$ cat src/rtl/counter_stim_gen_if.sv
// Bus between the counter stimulus generator, its start control and the counter/scoreboard pair.
interface counter_stim_gen_if;
   logic       start;
   logic       rco_;
   logic       enable_;
   logic [1:0] mode_;
   logic [3:0] D_;
   logic       busy;
   logic       done;
   logic [2:0] phase_;
   logic [7:0] rco_cnt;

   modport master (
      input  start, rco_,
      output enable_, mode_, D_, busy, done, phase_, rco_cnt
   );

   modport slave (
      output start, rco_,
      input  enable_, mode_, D_, busy, done, phase_, rco_cnt
   );
endinterface

$ cat src/rtl/counter_stim_gen.sv
// Phase-sequenced stimulus for the 4-bit multi-mode counter: load/up/load/down/load/+3/hold.
// Optional macro STIM_LOOP_EN: restart straight from DONE while start is held, keeping rco_cnt.
module counter_stim_gen #(
   parameter int unsigned PHASE_LEN = 20,
   parameter logic [3:0]  LFSR_SEED = 4'b1001
) (
   input  logic               clk,
   input  logic               reset,
   counter_stim_gen_if.master bus
);

   typedef enum logic [2:0] {
      S_IDLE = 3'd0,
      S_LOAD = 3'd1,
      S_UP   = 3'd2,
      S_DOWN = 3'd3,
      S_UP3  = 3'd4,
      S_HOLD = 3'd5,
      S_DONE = 3'd6
   } state_t;

   localparam int unsigned PLEN       = (PHASE_LEN == 0) ? 1 : PHASE_LEN;
   localparam logic [7:0]  PHASE_LAST = 8'(PLEN - 1);
   localparam logic [7:0]  HOLD_LAST  = 8'd1;
   localparam logic [3:0]  SEED       = (LFSR_SEED == 4'b0000) ? 4'b0001 : LFSR_SEED;

   state_t     state_q, state_d;
   logic [7:0] phase_cnt_q;
   logic [1:0] load_idx_q;
   logic [3:0] lfsr_q;
   logic       start_accept_c;
   logic       enable_c, busy_c, done_c;
   logic [1:0] mode_c;

   // State register plus the sequencing counters that ride along with it
   always_ff @(posedge clk) begin
      if (reset) begin
         state_q     <= S_IDLE;
         phase_cnt_q <= 8'd0;
         load_idx_q  <= 2'd0;
         lfsr_q      <= SEED;
      end else begin
         state_q <= state_d;
         if (state_d != state_q)
            phase_cnt_q <= 8'd0;
         else if (state_q inside {S_UP, S_DOWN, S_UP3, S_HOLD})
            phase_cnt_q <= phase_cnt_q + 8'd1;
         if (start_accept_c)
            load_idx_q <= 2'd0;
         else if (state_q == S_LOAD)
            load_idx_q <= load_idx_q + 2'd1;
         if (state_q == S_LOAD)
            lfsr_q <= {lfsr_q[2:0], lfsr_q[3] ^ lfsr_q[2]};
      end
   end

   // Next-state logic
   always_comb begin
      state_d        = state_q;
      start_accept_c = 1'b0;
      unique case (state_q)
         S_IDLE: if (bus.start) begin
            state_d        = S_LOAD;
            start_accept_c = 1'b1;
         end
         S_LOAD: begin
            unique case (load_idx_q)
               2'd0:    state_d = S_UP;
               2'd1:    state_d = S_DOWN;
               default: state_d = S_UP3;
            endcase
         end
         S_UP, S_DOWN: if (phase_cnt_q == PHASE_LAST) state_d = S_LOAD;
         S_UP3:        if (phase_cnt_q == PHASE_LAST) state_d = S_HOLD;
         S_HOLD:       if (phase_cnt_q == HOLD_LAST)  state_d = S_DONE;
         S_DONE: begin
`ifdef STIM_LOOP_EN
            if (bus.start) begin
               state_d        = S_LOAD;
               start_accept_c = 1'b1;
            end else begin
               state_d = S_IDLE;
            end
`else
            state_d = S_IDLE;
`endif
         end
         default: state_d = S_IDLE;
      endcase
   end

   // Output decode of the state being entered, so registered outputs line up with phase_
   always_comb begin
      enable_c = 1'b0;
      mode_c   = 2'b00;
      busy_c   = 1'b0;
      done_c   = 1'b0;
      unique case (state_d)
         S_LOAD: begin enable_c = 1'b1; mode_c = 2'b11; busy_c = 1'b1; end
         S_UP:   begin enable_c = 1'b1; mode_c = 2'b00; busy_c = 1'b1; end
         S_DOWN: begin enable_c = 1'b1; mode_c = 2'b01; busy_c = 1'b1; end
         S_UP3:  begin enable_c = 1'b1; mode_c = 2'b10; busy_c = 1'b1; end
         S_HOLD: busy_c = 1'b1;
         S_DONE: done_c = 1'b1;
         default: ;
      endcase
   end

   assign bus.phase_ = state_q;

   // Output registers; rco_cnt is only cleared by a start taken from IDLE
   always_ff @(posedge clk) begin
      if (reset) begin
         bus.enable_ <= 1'b0;
         bus.mode_   <= 2'b00;
         bus.D_      <= 4'b0000;
         bus.busy    <= 1'b0;
         bus.done    <= 1'b0;
         bus.rco_cnt <= 8'd0;
      end else begin
         bus.enable_ <= enable_c;
         bus.mode_   <= mode_c;
         bus.busy    <= busy_c;
         bus.done    <= done_c;
         if (state_d == S_LOAD)
            bus.D_ <= lfsr_q;
         if (start_accept_c && (state_q == S_IDLE))
            bus.rco_cnt <= 8'd0;
         else if (bus.busy && bus.rco_ && (bus.rco_cnt != 8'hFF))
            bus.rco_cnt <= bus.rco_cnt + 8'd1;
      end
   end

endmodule
$ cat src/flat_wrapper.sv
// flat-port wrapper written by rule: the top's interface ports become plain ports
module counter_stim_gen_flat 
#(
   parameter int unsigned PHASE_LEN = 20,
   parameter logic [3:0]  LFSR_SEED = 4'b1001
)
  (clk, reset, bus_start, bus_rco_, bus_enable_, bus_mode_, bus_D_, bus_busy, bus_done, bus_phase_, bus_rco_cnt);
  counter_stim_gen_if bus_i ();
  input  logic clk;
  input  logic reset;
  input wire logic [$bits(bus_i.start)-1:0] bus_start;
  input wire logic [$bits(bus_i.rco_)-1:0] bus_rco_;
  output wire logic [$bits(bus_i.enable_)-1:0] bus_enable_;
  output wire logic [$bits(bus_i.mode_)-1:0] bus_mode_;
  output wire logic [$bits(bus_i.D_)-1:0] bus_D_;
  output wire logic [$bits(bus_i.busy)-1:0] bus_busy;
  output wire logic [$bits(bus_i.done)-1:0] bus_done;
  output wire logic [$bits(bus_i.phase_)-1:0] bus_phase_;
  output wire logic [$bits(bus_i.rco_cnt)-1:0] bus_rco_cnt;
  assign bus_i.start = bus_start;
  assign bus_i.rco_ = bus_rco_;
  assign bus_enable_ = bus_i.enable_;
  assign bus_mode_ = bus_i.mode_;
  assign bus_D_ = bus_i.D_;
  assign bus_busy = bus_i.busy;
  assign bus_done = bus_i.done;
  assign bus_phase_ = bus_i.phase_;
  assign bus_rco_cnt = bus_i.rco_cnt;
  counter_stim_gen #(.PHASE_LEN(PHASE_LEN), .LFSR_SEED(LFSR_SEED)) u_core (.clk(clk), .reset(reset), .bus(bus_i));
endmodule
$ cat config.mk
export PLATFORM = sky130hd
export DESIGN_NAME = counter_stim_gen_flat
export DESIGN_NICKNAME = d
export VERILOG_FILES = /design/src/rtl/counter_stim_gen_if.sv /design/src/rtl/counter_stim_gen.sv /design/src/flat_wrapper.sv
export SDC_FILE = /design/constraint.sdc
export NUM_CORES = 1
export LEC_CHECK = 0
export ABC_CLOCK_PERIOD_IN_PS = 2900
export CORE_UTILIZATION = 59
export CTS_BUF_LIST = sky130_fd_sc_hd__clkbuf_4
export DETAILED_ROUTE_END_ITERATION = 8
export PLACE_DENSITY_LB_ADDON = 0.15
export SLEW_MARGIN = 20
export SYNTH_ARGS = -nofsm -noshare
export SYNTH_HDL_FRONTEND = slang
export SYNTH_SLANG_ARGS = --single-unit
export TNS_END_PERCENT = 30
$ cat constraint.sdc
create_clock -name clk -period 2.9 [get_ports clk]
set_input_delay 0.29 -clock clk [delete_from_list [all_inputs] [get_ports clk]]
set_output_delay 0.29 -clock clk [all_outputs]
set_load 0.03 [all_outputs]
# [Word-level counts from Yosys, hierarchy flattened]
# Index checks and enable logic that the tools add are counted.
[classes] bitwise=1 reduce_logical=12 addsub=3 n_mux=12 n_eq_ne=16
[op_table] op="8-bit by 1-bit adder with 8-bit output (second input constant)" count=2
[op_table] op="3-bit equality test (second input constant)" count=5
[op_table] op="3-bit one-hot mux with 5 select lines" count=1
[op_table] op="3-bit by 2-bit equality test with 1-bit output (second input constant)" count=4
[op_table] op="3-bit two-way mux" count=4
[op_table] op="8-bit by 1-bit equality test with 1-bit output (second input constant)" count=1
[op_table] op="8-bit by 5-bit equality test with 1-bit output (second input constant)" count=1
[op_table] op="8-bit != test (second input constant)" count=1
[op_table] op="2-bit OR reduction" count=4
[op_table] op="3-bit by 1-bit equality test with 1-bit output (second input constant)" count=2
[op_table] op="2-bit one-hot mux with 3 select lines" count=1
[op_table] op="3-bit one-hot mux with 2 select lines" count=1
[op_table] op="1-bit two-way mux" count=5
[op_table] op="5-bit OR reduction" count=1
[op_table] op="4-bit nonzero test" count=1
[op_table] op="4-bit OR reduction" count=1
[op_table] op="1-bit logical AND" count=3
[op_table] op="3-bit zero test" count=1
[op_table] op="3-bit != test" count=1
[op_table] op="2-bit by 1-bit adder with 2-bit output (second input constant)" count=1
[op_table] op="2-bit by 1-bit equality test with 1-bit output (second input constant)" count=1
[op_table] op="2-bit zero test" count=1
[op_table] op="1-bit bitwise XOR" count=1
[totals] regBits=34 word_cells=54 input_bits=4 out_inout_bits=20

# [Depth between registers and ports, before layout]
[logic_depth] ltp_word=6 ltp_mapped=9 mapped_depth_nobuf=9

# [Worst setup path after synthesis]
# No wires, ideal clock.
[synth_path] path_type="reg2reg" startpoint="register u_core.phase_cnt_q[0]" endpoint="register u_core.phase_cnt_q[1]" slack_ns=1.165 synth_period_minus_slack_ns=1.735 path_stages_with_launch=7 setup_time_ns=0.079 n_path_buf=0 required_time_ns=2.821 arrival_time_ns=1.655 path_cell_list="dfxtp_1 ha_1 and4bb_4 a221oi_2 o21ai_1 a221o_2 a211oi_2"
[synth_between] elab_chain_len=5 word_cells_on_any_way=9 cone_classes="add/sub (1); eq/ne (3); mux (4); reduce/logical (1)"
[synth_lines] item="start: declaration" line="counter_stim_gen.sv:28" source="logic [7:0] phase_cnt_q;"
[synth_lines] item="start signal: assignment" line="counter_stim_gen.sv:47" source="phase_cnt_q <= phase_cnt_q + 8'd1;"
[synth_lines] item="8-bit by 1-bit equality test with 1-bit output / 8-bit by 5-bit equality test with 1-bit output (equally long branches)" line="counter_stim_gen.sv:75, counter_stim_gen.sv:73, counter_stim_gen.sv:74"
[synth_lines] item="3-bit two-way mux, on equally long branches" line="counter_stim_gen.sv:75, counter_stim_gen.sv:73, counter_stim_gen.sv:74"
[synth_lines] item="3-bit one-hot mux with 5 select lines" line="counter_stim_gen.sv:61" source="unique case (state_q)"
[synth_lines] item="3-bit != test" line="counter_stim_gen.sv:44" source="if (state_d != state_q)"
[synth_lines] item="2-bit OR reduction (no line)"
# Several ways; a longest one is shown, not always the timed one.
# A chain may end at the register's enable or synchronous reset.

# [Final worst setup path]
[layout_path] startpoint="register u_core.state_q[1] (netlist: u_core.bus.phase_[1])" endpoint="output port bus_phase_[1]"
[layout_lines] item="start: declaration" line="counter_stim_gen.sv:27" source="state_t state_q, state_d;"
[layout_lines] item="start signal: assignment" line="counter_stim_gen.sv:43" source="state_q <= state_d;"
[layout_lines] item="end: declaration" line="flat_wrapper.sv:18" source="output wire logic [$bits(bus_i.phase_)-1:0] bus_phase_;"
# No word-level cell between the ends.

==> results.toml <==
[logic_synthesis]
synth-seq-cells = 34
synth_edf_count = 0
postSynth.topFlopCell = "dfxtp_1"
yosysUniqueCellTypes = 42
syn_nets = 188
ys_seq_area_frac = 0.426
synth_top_area_frac = 0.426
synth.cell_area_um2 = 1600
avgSynthCellArea_um2 = 8.98
synth_area_leaders = "dfxtp_1 (43%), nor2_1 (6.3%), xnor2_1 (6.0%)"
yosysTopAreaCell = "dfxtp_1"
yosys_warnings = 0
synth_cells = 178
async_reset_ff_frac = 0

[drt]
routed_wl_um = 3160
viasPerCell = 5.78
ant_nets = 0
route.vias.total = 1340
post-route-drc-count = 0
drt-initial-drc-count = 45
drtPass1Iterations = 4
avgRoutedWirePerCell_um = 13.6

[sta]
worst_slew_pin_slew_ps = 583
timing.final.hold_violations = 0
max_slew_margin = 0.610
setup_viol = 0
setup_tns_ps = 0
fmax_mhz = 484
slew_viol_final = 0
rsz0062_at_grt = "false"
min_period_ps = 2070
finClkSkew_ps = 8.94
period_share = 0.713

[cells_and_area]
syn_to_final_growth_pct = 18.2
nets = 212
nFillCells = 201
diodes = 0
fin_cells = 232
final_layout_size_suffix_gt1_frac = 0.0891

[clock_network]
cts-root-buf = "clkbuf_4"
post_cts_resized = 0
cts_buffer_depth = 2
cts_tree = "built"
cts_hold_buf = 0
numClockSinks = 34
cts.clk_slew.worst_paths_ps = 90
cts_buffers = 5
insertion_delay_ps = 340
post_cts_buffers = 0
h-tree-depth = 2

[floorplanning]
rows = 18
ios = 24
core_um2 = 2520
start_util = 0.634
die_h_um = 54.1
die_area_um2 = 2920
chipWidth_um = 54.1

[placed_design]
io_buffers = 23
dpl.hpwl_um = 2210
gp_congestion = 0.788
dp.cells = 225

[worst_setup_path]
required_ps = 2610
crit_type = "register to output port"
crit_family = "buffers and inverters"
worst_r2r_startpoint = "u_core.bus.phase_[1]"
crit_fanout = 16
worstSetupEndpointType = "output port"
cp.buffers_inverters = 1
cp_cell_sequence = "clkdlybuf4s50_1"
arrival_ps = 1780
worst_path_max_delay_cell = "clkdlybuf4s50_1"
start_kind = "register"
cp_slowest_stage_delay_ps = 780
startpoint = "u_core.bus.phase_[1]"

[min_path]
worst_hold_startpoint = "u_core.load_idx_q[1]"
hold_class = "register to register"

[grt]
grt_pass1_vias = 1198
grt_max_degree = 18
grt_usage = 0.251
grt_overflow_total = 0
antenna_found_initial = 0
grt_pass1_wl_um = 5130

[flow_run]
maxCapViolCount = 0

[power]
power_leakage_nw = 0.688
power_density_nw_per_um2 = 494
irDropWorstVdd_mv = 0.414

[status]
outcome = "completed"
[where the power goes]
part | internal (mW) | switching (mW) | leakage, nW
registers | 0.488 | 0.0221 | 0.276
logic | 0.0702 | 0.0959 | 0.380
clock network | 0.110 | 0.148 | 0.0322
[final timing paths]
path	to	slack, ps	cells after the start
setup / recovery	bus_phase_[1]	830	1
hold / removal	u_core.load_idx_q[1]	470	2
setup reg to reg	u_core.bus.busy	980	6
hold reg to reg	u_core.load_idx_q[1]	470	2
[synthesized netlist by cell type (all sizes together), types with 2 or more instances]
| cell type | n |
|---|---|
| o31ai | 2 |
| nand3 | 7 |
| a21oi | 9 |
| and3 | 3 |
| nand2 | 12 |
| xor2 | 5 |
| clkbuf | 2 |
| nand4 | 4 |
| dfxtp | 34 |
| nor3 | 6 |
| or3 | 3 |
| ha | 6 |
| xnor2 | 11 |
| inv | 6 |
| buf | 4 |
| nand2b | 3 |
| o21ai | 5 |
| nor2 | 29 |
| a21o | 2 |
| a211o | 2 |
| nor2b | 3 |
| mux2i | 5 |
| a31oi | 2 |
[layout by cell type (no fill, tap or decap), types with 2 or more instances in the layout]
cell | netlist | routed
nand4_1 | 4 | 4
nor3_1 | 5 | 5
inv_1 | 6 | 6
o31ai_1 | 2 | 2
clkbuf_4 | 0 | 7
nand2_1 | 12 | 12
nor2b_1 | 3 | 3
mux2i_1 | 5 | 5
ha_1 | 6 | 6
a31oi_1 | 2 | 2
xnor2_1 | 11 | 11
nor2_2 | 2 | 2
a211o_1 | 2 | 2
clkdlybuf4s50_1 | 0 | 23
xor2_1 | 4 | 4
and3_1 | 2 | 2
o21ai_0 | 3 | 3
a21oi_1 | 9 | 9
or3_1 | 3 | 3
a21o_1 | 2 | 2
nand2b_1 | 3 | 3
nor2_1 | 27 | 27
nand3_1 | 7 | 7
dfxtp_1 | 34 | 34
o21ai_1 | 2 | 2
[cells by family (layout without fill, tap and decap cells)]
family          after synthesis  in the layout  synth area share
xor+xnor                     16             16            0.0923
flops                        34             34             0.426
fa+ha+maj                     6              6            0.0469
buf+inv                      12             36            0.0329
simple gates                 76             76             0.240
mux                           5              5            0.0313
compound gates               29             29             0.131
[cell type report]
cell class / instances / area, µm² / share of cell area
Sequential cell: 34 / 681 / 0.360
Clock buffer: 7 / 52.6 / 0.0278
Tap cell: 30 / 37.5 / 0.0199
Multi-Input combinational cell: 132 / 866 / 0.458
Timing Repair Buffer: 23 / 230 / 0.122
Inverter: 6 / 22.5 / 0.0119
[worst min-delay path, stage by stage, from the launching register on]
cell and delay (ps):
dfxtp_1 320, nand2_1 50, a21oi_1 50
[layer usage]
metal | global-route usage | wire length [µm]
met4 | 0.120 | 52
met2 | 0.397 | 1500
met3 | 0.0876 | 174
met1 | 0.301 | 1440
met5 | 0 | 0
[metrics by stage]
step | worst slack (ps) | util | power [mW] | area (µm²) | hold slack, ps
floorplan | 1170 | - | 0.634 | 1600 | 436
global route | 737 | 0.749 | 0.974 | 1890 | 497
global placement | 973 | 0.728 | 0.678 | 1840 | 442
CTS | 824 | 0.749 | 0.939 | 1890 | 467
detailed placement | 938 | 0.728 | 0.685 | 1840 | 454
finish | 833 | 0.749 | 0.934 | 1890 | 471
[sequential cells by signal, indices dropped and copies added, names as in the netlist]
signal              count
u_core.bus.busy         1
u_core.phase_cnt_q      8
u_core.bus.phase_       3
u_core.lfsr_q           4
u_core.bus.D_           4
u_core.bus.rco_cnt      8
u_core.bus.enable_      1
u_core.bus.done         1
u_core.load_idx_q       2
u_core.bus.mode_        2
Power figures use the tool's default switching activity.
